`src/rtl/p_ctrl_pkg.sv`:
```
// p_ctrl_pkg -- shared types and constants for the p_ctrl serial frame receiver.
// Holds the receiver state enum, default field widths, the broadcast address
// and small elaboration-time helpers for sizing the bit counter.
package p_ctrl_pkg;

  // Receiver phases: waiting for a start bit, then one state per frame field
  typedef enum logic [1:0] {
    IDLE = 2'd0,
    ADDR = 2'd1,
    OP   = 2'd2,
    DATA = 2'd3
  } state_t;

  localparam int DEF_ADDR_W = 8;
  localparam int DEF_OP_W   = 3;
  localparam int DEF_DATA_W = 62;

  // All-ones address, only meaningful when broadcast reception is compiled in
  localparam logic [DEF_ADDR_W-1:0] BCAST_ADDR = 8'hFF;

  // Largest of three field widths, used to size the shared bit counter
  function automatic int max3(input int a, input int b, input int c);
    int m;
    m = a;
    if (b > m) m = b;
    if (c > m) m = c;
    return m;
  endfunction

  // Counter width able to index 0 .. n-1, never narrower than one bit
  function automatic int cnt_width(input int n);
    if (n <= 2) return 1;
    return $clog2(n);
  endfunction

endpackage

```
`src/rtl/p_ctrl_shreg.sv`:
```
// p_ctrl_shreg -- serial-in, parallel-out shift register with enable.
// Bits enter at the LSB so a field sent MSB first ends up in natural order.
module p_ctrl_shreg
  import p_ctrl_pkg::*;
#(
  parameter int W = DEF_ADDR_W
) (
  input  logic         clk,
  input  logic         nRst,
  input  logic         en,
  input  logic         din,
  output logic [W-1:0] q
);

  generate
    if (W == 1) begin : g_single
      // A one-bit field simply captures the incoming bit
      always_ff @(posedge clk) begin
        if (nRst) begin
          q <= '0;
        end else if (en) begin
          q <= din;
        end
      end
    end else begin : g_multi
      // Shift left by one, new bit into the LSB, while the field is active
      always_ff @(posedge clk) begin
        if (nRst) begin
          q <= '0;
        end else if (en) begin
          q <= {q[W-2:0], din};
        end
      end
    end
  endgenerate

endmodule

```
`src/rtl/p_ctrl.sv`:
```
// p_ctrl -- fixed-length serial frame receiver with address filtering.
// Frame: start bit 0, address, opcode, data, each field MSB first, one bit per
// clk. When the address matches, the opcode is presented for one cycle on the
// edge that samples the last data bit.
// Optional build macro: P_CTRL_BROADCAST_EN -- also accept the all-ones address.
module p_ctrl
  import p_ctrl_pkg::*;
#(
  parameter int ADDR_W = DEF_ADDR_W,
  parameter int OP_W   = DEF_OP_W,
  parameter int DATA_W = DEF_DATA_W
) (
  input  logic              clk,
  input  logic              nRst,
  input  logic [ADDR_W-1:0] address,
  input  logic              rx,
  output logic [OP_W-1:0]   opcode
);

  localparam int CNT_W = cnt_width(max3(ADDR_W, OP_W, DATA_W));

  localparam logic [CNT_W-1:0] ADDR_LAST = CNT_W'(ADDR_W - 1);
  localparam logic [CNT_W-1:0] OP_LAST   = CNT_W'(OP_W - 1);
  localparam logic [CNT_W-1:0] DATA_LAST = CNT_W'(DATA_W - 1);

  state_t              state;
  logic [CNT_W-1:0]    cnt;
  logic [ADDR_W-1:0]   addr_q;
  logic [OP_W-1:0]     op_q;
  logic [DATA_W-1:0]   data_q;
  logic                addr_en;
  logic                op_en;
  logic                data_en;
  logic                field_done;
  logic                accept;
  logic                unused_data;

  // Route rx into whichever field register the current phase is filling
  always_comb begin
    addr_en    = 1'b0;
    op_en      = 1'b0;
    data_en    = 1'b0;
    field_done = 1'b0;
    case (state)
      ADDR: begin
        addr_en    = 1'b1;
        field_done = (cnt == ADDR_LAST);
      end
      OP: begin
        op_en      = 1'b1;
        field_done = (cnt == OP_LAST);
      end
      DATA: begin
        data_en    = 1'b1;
        field_done = (cnt == DATA_LAST);
      end
      default: begin
        field_done = 1'b0;
      end
    endcase
  end

  // Decide whether the frame now ending is addressed to this node
  always_comb begin
    accept = (addr_q == address);
`ifdef P_CTRL_BROADCAST_EN
    if (addr_q == ADDR_W'(BCAST_ADDR)) begin
      accept = 1'b1;
    end
`endif
  end

  p_ctrl_shreg #(.W(ADDR_W)) u_addr (
    .clk  (clk),
    .nRst (nRst),
    .en   (addr_en),
    .din  (rx),
    .q    (addr_q)
  );

  p_ctrl_shreg #(.W(OP_W)) u_op (
    .clk  (clk),
    .nRst (nRst),
    .en   (op_en),
    .din  (rx),
    .q    (op_q)
  );

  p_ctrl_shreg #(.W(DATA_W)) u_data (
    .clk  (clk),
    .nRst (nRst),
    .en   (data_en),
    .din  (rx),
    .q    (data_q)
  );

  // The payload is kept on-chip only; nothing downstream consumes it yet
  assign unused_data = ^data_q;

  // Frame sequencing, bit counting and the one-cycle opcode pulse
  always_ff @(posedge clk) begin
    if (nRst) begin
      state  <= IDLE;
      cnt    <= '0;
      opcode <= '0;
    end else begin
      opcode <= '0;
      case (state)
        IDLE: begin
          cnt <= '0;
          if (!rx) begin
            state <= ADDR;
          end
        end
        ADDR: begin
          if (field_done) begin
            cnt   <= '0;
            state <= OP;
          end else begin
            cnt <= cnt + CNT_W'(1);
          end
        end
        OP: begin
          if (field_done) begin
            cnt   <= '0;
            state <= DATA;
          end else begin
            cnt <= cnt + CNT_W'(1);
          end
        end
        DATA: begin
          if (field_done) begin
            cnt   <= '0;
            state <= IDLE;
            if (accept) begin
              opcode <= op_q;
            end
          end else begin
            cnt <= cnt + CNT_W'(1);
          end
        end
        default: begin
          cnt   <= '0;
          state <= IDLE;
        end
      endcase
    end
  end

endmodule

```
`config.mk`:
```
export PLATFORM = sky130hd
export DESIGN_NAME = p_ctrl
export DESIGN_NICKNAME = d
export VERILOG_FILES = /design/src/rtl/p_ctrl_pkg.sv /design/src/rtl/p_ctrl_shreg.sv /design/src/rtl/p_ctrl.sv
export SDC_FILE = /design/constraint.sdc
export NUM_CORES = 1
export LEC_CHECK = 0
export ABC_AREA = 0
export BUFFER_PORTS_ARGS = -buffer_cell sky130_fd_sc_hd__buf_2
export CAP_MARGIN = 20
export CELL_PAD_IN_SITES_DETAIL_PLACEMENT = 0
export CELL_PAD_IN_SITES_GLOBAL_PLACEMENT = 1
export CORE_ASPECT_RATIO = 0.9
export CORE_UTILIZATION = 45
export CTS_BUF_LIST = sky130_fd_sc_hd__clkbuf_4 sky130_fd_sc_hd__clkbuf_8
export CTS_CLUSTER_SIZE = 10
export DETAILED_ROUTE_END_ITERATION = 8
export PLACE_DENSITY_LB_ADDON = 0.25
export SYNTH_ARGS = -nofsm -noshare
export SYNTH_HDL_FRONTEND = slang
export SYNTH_HIERARCHICAL = 1
export SYNTH_SLANG_ARGS = --single-unit
```
`constraint.sdc`:
```
create_clock -name clk -period 2.4 [get_ports clk]
set_input_delay 0.12 -clock clk [delete_from_list [all_inputs] [get_ports clk]]
set_output_delay 0.12 -clock clk [all_outputs]
set_load 0.02 [all_outputs]
```
== Word-level counts from Yosys, hierarchy flattened ==
Index checks and enable logic that the tools add are counted.
Operators by class
  add/subtract/negate cells: 1
  multiply operators: 0
  div/mod/pow operators: 0
  $lt $le $gt $ge: 0
  equality and inequality tests: 11
  shifts and indexed selects: 0
  mux-type cells: 10
  bitwise logic cells: 3
  reduce and logical (&&, ||, !) cells: 4
Operator list (count)
  $pmux 6 s2: 1
  $eq 8x8->1: 1
  $mux 2: 4
  $ne 2x2->1 const B: 4
  $pmux 2 s4: 1
  $add 6x1->6 const B: 1
  $eq 6x2->1 const B: 1
  $eq 6x3->1 const B: 1
  $eq 6x6->1 const B: 1
  $mux 6: 1
  $eq 2x2->1 const B: 2
  $reduce_and 4->1: 1
  $reduce_or 4->1: 1
  $not 1->1: 3
  $pmux 1 s3: 1
  $reduce_or 3->1: 1
  $eq 2x1->1 const B: 1
  $logic_not 2->1: 1
  $mux 1: 2
Word-level totals
  register bits after elaboration: 22
  bits in latches: 0
  bits in writable memories: 0
  bits in read-only memories: 0
  logic and storage cells: 34
  memories kept: 0

== Depth between registers and ports, before layout ==
Gate-level depths: netlist of the first run.
  word-level depth: 4
  depth in mapped cells: 6
  gate-level depth less buffers: 6

== Cells and area by module ==
Netlist of the first run, hierarchy kept.
By module, submodules not included
  p_ctrl: instances 1, cells an instance 71, area an instance 660.6 um2, seq. area each 220.2 um2
  p_ctrl_shreg at u_addr: instances 1, cells an instance 26, area an instance 285.3 um2, seq. area each 160.2 um2
  p_ctrl_shreg at u_op: instances 1, cells an instance 9, area an instance 101.3 um2, seq. area each 60.1 um2

== Least setup slack after synthesis of the first run ==
OpenSTA, ideal clock, no wires.
  path type: flip-flop to flip-flop
  start: register state[0]
  end: register state[0]
  arrival time: 1.884 ns
  required time: 2.328 ns
  slack: 0.445 ns
  stages on the path, launching flop included: 7
  buffers on the path: 0
  period minus slack after synthesis: 1.955 ns
  cell sequence: dfxtp_1 > inv_1 > ha_1 > or3b_1 > a211o_1 > a221oi_2 > mux2i_1
On the way
  cells in the longest elaborated chain, start to end: 4
  elaborated cells on any way between the ends: 11
  classes of those cells: eq/ne (7); mux (2); reduce/logical (2)
RTL lines
  from (decl): RTL line p_ctrl.sv:26  | state_t state;
  from (signal assigned): RTL line p_ctrl.sv:103  | state <= IDLE;
  from (signal assigned): RTL line p_ctrl.sv:112  | state <= ADDR;
  from (signal assigned): RTL line p_ctrl.sv:118  | state <= OP;
  $eq 2x2->1 (tied with other cells)
  $pmux 1 s3: RTL line p_ctrl.sv:44  | case (state)
  $ne 2x2->1 (no source line)
  $reduce_and 4->1 (no source line)
Parallel ways exist; a longest one is shown, timed or not.
A chain may end at the register's enable or synchronous reset.

== Worst setup path in the final report of the first run ==
  start: register state[0]
  end: register state[1]
The elaborated chain is that of the path after synthesis.

==> summary.md, run 1 <==
| Metric | Value |
|---|---|
| Post-Layout Inst Area | `1190 µm²` |
| Power density over cell area | `862 nW/µm²` |
| Crit path buf inv count | `1` |
| Max VDD drop | `0.679 mV` |
| Hold slack | `0.121 ns` |
| Type of the tightest min-delay check | `in -> reg` |
| CTS Buf Count | `3` |
| Root buffer cell | `clkbuf_4` |
| Post-synthesis adder-cell area fraction | `8.36%` |
| Placed Area | `1140 µm²` |
| RR Endpoint | `state[1]$_SDFFE_PP0P_` |
| Most common cell after layout, fill and taps aside | `dfxtp_1` |
| Clock Sinks | `22` |
| WL per Instance | `11.7 µm` |
| Tmin final | `2.18 ns` |
| Sw power | `311 µW` |
| Max FO, Critical Path | `8` |
| Count of input and output buffers | `13` |
| Final WL | `1.75 mm` |
| Crit-path max cell delay | `0.39 ns` |
| Hold path startpoint | `rx` |
| CTS clk-pin slew, worst paths | `0.11 ns` |
| Largest net degree at the start of global routing | `18` |
| Global Route Usage Sum | `16.7%` |
| Largest family of logic cells by synthesized area | `simple AND/OR/NAND/NOR gates` |
| First-pass GRT wire length | `2.95 mm` |
| DR vias/cell | `4.89` |
| Post-layout util | `54.6%` |
| Layout cells sized above 1 | `15.6%` |
| Critical path capture point | `state[1]$_SDFFE_PP0P_` |
| WP data required | `2.64 ns` |
| Synth Instances | `106` |
| Crit Reg-Reg Startpoint | `state[0]$_SDFFE_PP0P_` |
| N_diodes | `0` |
| Worst Tran Pin Value | `0.557 ns` |
| Die height | `47.8 µm` |
| Fillers | `204` |
| Synth Register Bits | `22` |
| Synth-to-Final Area Change | `13.7%` |
| Clock latency on the worst-skew pair | `0.31 ns` |
| RSZ-0062 raised after global routing | `false` |
| Max Cap Violations | `0` |
| Core area | `2180 µm²` |
| FF-to-FF path depth | `6` |
| Seq/Total Area, Yosys | `42.1%` |
| Crit. End Element | `register` |
| Setup CP Type | `reg -> reg` |
| Top Ports | `14` |
| Placer Congestion | `0.750` |
| CTS H-tree lvls | `1` |
| Slew Limit Fails | `0` |
| Clock share of power | `27.3%` |
| Setup Skew | `0.00637 ns` |
| Period Utilization, post-route | `90.9%` |
| Max clock buf depth | `2` |
| CP Depth | `6` |
| Number of post-CTS setup repair buffers | `0` |
| Final Hold Vio Count | `0` |
| Simple-gate area share of the yosys netlist | `18.2%` |
| Combinational Power Share | `29.9%` |
| Internal power | `716 µW` |
| Highest-delay cell along the critical path | `or3b_1` |
| Setup TNS | `0 ns` |
| Vias in the first global route | `686` |
| Die width | `52.9 µm` |
| Layout Nets | `141` |
| CTS tree | `built` |
| Slew HR | `62.8%` |
| Starting density of the core | `48.0%` |
| Std cell rows | `16` |
| Cts repair resizes | `0` |
| Routed via count | `728` |
| Most frequent cells in the layout | `dfxtp_1 (22), nor2_1 (17), mux2i_1 (13), buf_2 (13), xor2_1 (11)` |
| Count of unique library cells instantiated by Yosys | `27` |
| Switching Share | `30.3%` |
| Initial antenna violation count | `0` |
| Leak | `0.490 nW` |
| DRC Markers | `0` |
| Cell family with most CP delay | `compound AO/OA/AOI/OAI gates` |
| FF-to-FF setup slack | `0.22 ns` |
| Crit path launch type | `register` |
| Sequential power share | `42.8%` |
| Post-DP HPWL | `1.31 mm` |
| Avg Cell Area, Syn | `9.88 µm²` |
| Overflow after GRT | `0` |
| Final ANT Viol Nets | `0` |
| Compound-cell area share of the yosys netlist | `4.90%` |
| Cell area after synthesis | `1050 µm²` |
| Final setup fails | `0` |
| 1st-iter DRT viols | `6` |
| Crit. Startpoint | `state[0]$_SDFFE_PP0P_` |
| CP Cell Sequence | `inv_1 > ha_1 > or3b_1 > a211o_1 > a221oi_2 > mux2i_1` |
| Syn Nets | `124` |
| Full die area | `2520 µm²` |
| Ys Warns | `6` |
| Synth Area in XOR/XNOR | `10.9%` |
| Hold buffer count at CTS | `0` |
| Multiplexer share of the synthesized area | `12.4%` |
| Router iterations before antenna repair | `2` |
| Achievable Freq | `458 MHz` |
| Status | `finished, final reports clean` |
| Critical Path AT | `2.42 ns` |
## cell families (layout without fill, tap and decap cells)
logic type,Yosys count,after routing
mux,13,13
fa+ha+maj,7,7
buf+inv,7,23
flops,22,22
xor+xnor,13,13
simple gates,38,38
compound gates,6,6
## worst min path at each step
stage	end	slack, ns	cells past startpoint
after detailed placement	opcode[2]$_SDFF_PP0_	0.44	2
after global placement	u_op/q[0]$_SDFFE_PP0P_	0.43	3
after global routing	u_op/q[0]$_SDFFE_PP0P_	0.12	3
after floorplan	u_op/q[0]$_SDFFE_PP0P_	0.19	1
after CTS	u_op/q[0]$_SDFFE_PP0P_	0.12	3
final	u_addr/q[0]$_SDFFE_PP0P_	0.12	3
## cells in the mapped netlist
master    instances  share of area [%]
nor2_1           17                6.1
and3_1            1               0.60
nand3b_1          1               0.72
or3b_1            1               0.84
xnor2_1           2                1.7
nand2b_1          3                1.8
a311oi_1          1               0.84
mux2i_1          13                 12
inv_1             5                1.8
or2_1             1               0.60
nand4_1           1               0.60
nor3_1            5                2.4
nand3_1           3                1.4
o21bai_1          1               0.72
buf_1             1               0.36
nor3b_1           1               0.72
nor4_1            2                1.2
xor2_1           11                9.2
a221oi_2          1                1.4
or3_1             1               0.60
buf_6             1                1.1
o21ai_0           1               0.48
ha_1              7                8.4
dfxtp_1          22                 42
and2_1            1               0.60
a31oi_1           1               0.60
a211o_1           1               0.84
## power groups by stage
stage	clock [mW]	sequential [mW]	combinational, mW
after CTS	0.288	0.439	0.307
after global routing	0.304	0.444	0.338
after detailed placement	0	0.448	0.307
final	0.281	0.439	0.307
after floorplan	0	0.435	0.254
after global placement	0	0.443	0.298
## state kept, by name, indices dropped and copies added, names as in the netlist
register,count
cnt,6
u_addr/q,8
u_op/q,3
opcode,3
state,2
## stage by stage
step | worst slack, ns | power [mW] | instances
after global placement | 0.350 | 0.741 | 145
after CTS | 0.211 | 1.03 | 149
final | 0.219 | 1.03 | 149
after detailed placement | 0.223 | 0.755 | 145
after floorplan | 0.445 | 0.689 | 106
after global routing | 0.0810 | 1.09 | 149
## layer usage
layer	global-route usage, %	wire (µm)
met5	0	0
met4	4.74	12
met3	6.67	74
met2	24.8	722
met1	22.6	936
## worst min-delay path, cell delays in order
cell and delay [ns]:
buf_2 0.12, mux2i_1 0.08, nor2_1 0.08
## layout make-up
cell class | count | area (µm²) | area share [%]
sequential | 22 | 440 | 37.0
clock inverter | 1 | 30.0 | 2.52
clock buffer | 3 | 22.5 | 1.89
multi-input combinational | 77 | 573 | 48.1
tap | 27 | 33.8 | 2.84
inverter | 5 | 18.8 | 1.58
timing repair buffer | 14 | 72.6 | 6.09
Power figures use the tool's default switching activity.
==> inputs of run 2 (changes only) <==
--- a/config.mk
+++ b/config.mk
@@ -12,5 +12,5 @@
 export CELL_PAD_IN_SITES_GLOBAL_PLACEMENT = 1
 export CORE_ASPECT_RATIO = 0.9
-export CORE_UTILIZATION = 45
+export CORE_UTILIZATION = 25
 export CTS_BUF_LIST = sky130_fd_sc_hd__clkbuf_4 sky130_fd_sc_hd__clkbuf_8
 export CTS_CLUSTER_SIZE = 10
==> constraint.sdc (replaced) <==
create_clock -name clk -period 2.4 [get_ports clk]
set_input_delay 0.48 -clock clk [delete_from_list [all_inputs] [get_ports clk]]
set_output_delay 0.48 -clock clk [all_outputs]
set_load 0.02 [all_outputs]
==> summary.md, run 2 (synthesis results as in run 1) <==
| Metric | Value |
|---|---|
| Number of post-CTS setup repair buffers | `0` |
| Routed via count | `749` |
| Layout Nets | `143` |
| Global Route Usage Sum | `9.34%` |
| Post-place setup slack | `0.472 ns` |
| Max clock buf depth | `2` |
| Worst Tran Pin Value | `0.329 ns` |
| DR vias/cell | `4.43` |
| Setup Skew | `0.00355 ns` |
| Top Ports | `14` |
| Largest net degree at the start of global routing | `18` |
| Full die area | `4450 µm²` |
| Clock share of power | `23.0%` |
| Sw power | `306 µW` |
| Max VDD drop | `0.218 mV` |
| Achievable Freq | `518 MHz` |
| Starting density of the core | `27.1%` |
| Count of input and output buffers | `13` |
| Switching Share | `31.5%` |
| Crit. End Element | `register` |
| Leak | `0.494 nW` |
| Router iterations before antenna repair | `4` |
| Fillers | `405` |
| Hold buffer count at CTS | `0` |
| Layout cells sized above 1 | `16.3%` |
| Met1 Resource Use GR | `12.4%` |
| Combinational Power Share | `32.2%` |
| Global route hottest layer | `met2` |
| Final WL | `1.86 mm` |
| Final setup fails | `0` |
| Type of the tightest min-delay check | `reg -> reg` |
| Overflow after GRT | `0` |
| N_diodes | `0` |
| CTS tree | `built` |
| Tmin final | `1.93 ns` |
| Final ANT Viol Nets | `0` |
| Std cell rows | `21` |
| DRC Markers | `0` |
| Max FO, Critical Path | `7` |
| Clock Sinks | `22` |
| WP data required | `2.59 ns` |
| Setup CP Type | `reg -> reg` |
| Synth-to-Final Area Change | `16.4%` |
| Die height | `63.4 µm` |
| Power density over cell area | `799 nW/µm²` |
| CTS Buf Count | `3` |
| Largest Register | `u_addr/q` |
| Max Cap Violations | `0` |
| Cts repair resizes | `0` |
| Status | `finished, final reports clean` |
| Slew Limit Fails | `0` |
| Setup WS post-layout | `0.470 ns` |
| Clock latency on the worst-skew pair | `0.26 ns` |
| Slew HR | `77.8%` |
| Biggest regs | `u_addr/q: 8 flops, cnt: 6 flops` |
| First-pass GRT wire length | `3.24 mm` |
| RSZ-0062 raised after global routing | `false` |
| WL per Instance | `11.0 µm` |
| Critical Path AT | `2.12 ns` |
| Initial antenna violation count | `0` |
| Vias in the first global route | `733` |
| Placer Congestion | `0.698` |
| Sequential power share | `44.8%` |
| Max FFs per register | `8` |
| Internal power | `667 µW` |
| Most common cell after layout, fill and taps aside | `dfxtp_1` |
| CTS clk-pin slew, worst paths | `0.08 ns` |
| Met3 Usage GRT | `3.04%` |
| Crit path launch type | `register` |
| Final Hold Vio Count | `0` |
| Root buffer cell | `clkbuf_8` |
| Die width | `70.2 µm` |
| Period Utilization, post-route | `80.4%` |
| CTS H-tree lvls | `1` |
| Core area | `3860 µm²` |
| Routing usage on met2 | `13.2%` |
| 1st-iter DRT viols | `19` |
| Most frequent cells in the layout | `dfxtp_1 (22), nor2_1 (17), mux2i_1 (13), buf_2 (13), xor2_1 (11)` |
| Setup TNS | `0 ns` |
-- run 2: final cells by class --
type,count,area (µm²),share of cell area [%]
Clock buffer,3,41.3,3.39
Sequential cell,22,440,36.1
Inverter,5,18.8,1.54
Timing Repair Buffer,16,87.6,7.19
Tap cell,46,57.6,4.72
Multi-Input combinational cell,77,573,47.0
-- run 2: path summary, 6_finish.rpt --
check	from	end	slack, ns	cells after the start
hold reg to reg	u_op/q[2]$_SDFFE_PP0P_	opcode[2]$_SDFF_PP0_	0.45	2
setup reg to reg	state[0]$_SDFFE_PP0P_	state[0]$_SDFFE_PP0P_	0.47	7
setup / recovery	state[0]$_SDFFE_PP0P_	state[0]$_SDFFE_PP0P_	0.47	7
hold / removal	u_op/q[2]$_SDFFE_PP0P_	opcode[2]$_SDFF_PP0_	0.45	2
-- run 2: worst max-delay path: stages (launching register included) --
cell      delay (ns)
dfxtp_1         0.40
inv_1           0.10
ha_1            0.21
buf_4           0.16
nand3b_1        0.16
a211o_1         0.30
a221oi_2        0.32
mux2i_1         0.21
-- run 2: per-stage QoR --
step | instance area (µm²) | total power [mW] | instances | hold slack [ns] | utilization, %
after global placement | 1180 | 0.767 | 166 | 0.446 | 30.5
after floorplan | 1050 | 0.689 | 106 | 0.416 | -
after global routing | 1220 | 1.04 | 169 | 0.475 | 31.6
after CTS | 1220 | 0.990 | 169 | 0.456 | 31.6
after detailed placement | 1180 | 0.762 | 166 | 0.439 | 30.5
final | 1220 | 0.974 | 169 | 0.451 | 31.6
-- run 2: routing by layer --
| layer | wire, µm | part of all wire, % |
|---|---|---|
| met2 | 806 | 43 |
| met1 | 976 | 53 |
| met5 | 0 | 0 |
| met3 | 56 | 3.0 |
| met4 | 20 | 1.1 |
-- run 2: power groups by stage --
stage / registers [mW] / logic (mW) / clock network [mW]
final: 0.436 / 0.313 / 0.224
after global routing: 0.443 / 0.350 / 0.251
after CTS: 0.437 / 0.317 / 0.237
after detailed placement: 0.446 / 0.317 / 0
after global placement: 0.445 / 0.321 / 0
after floorplan: 0.435 / 0.254 / 0
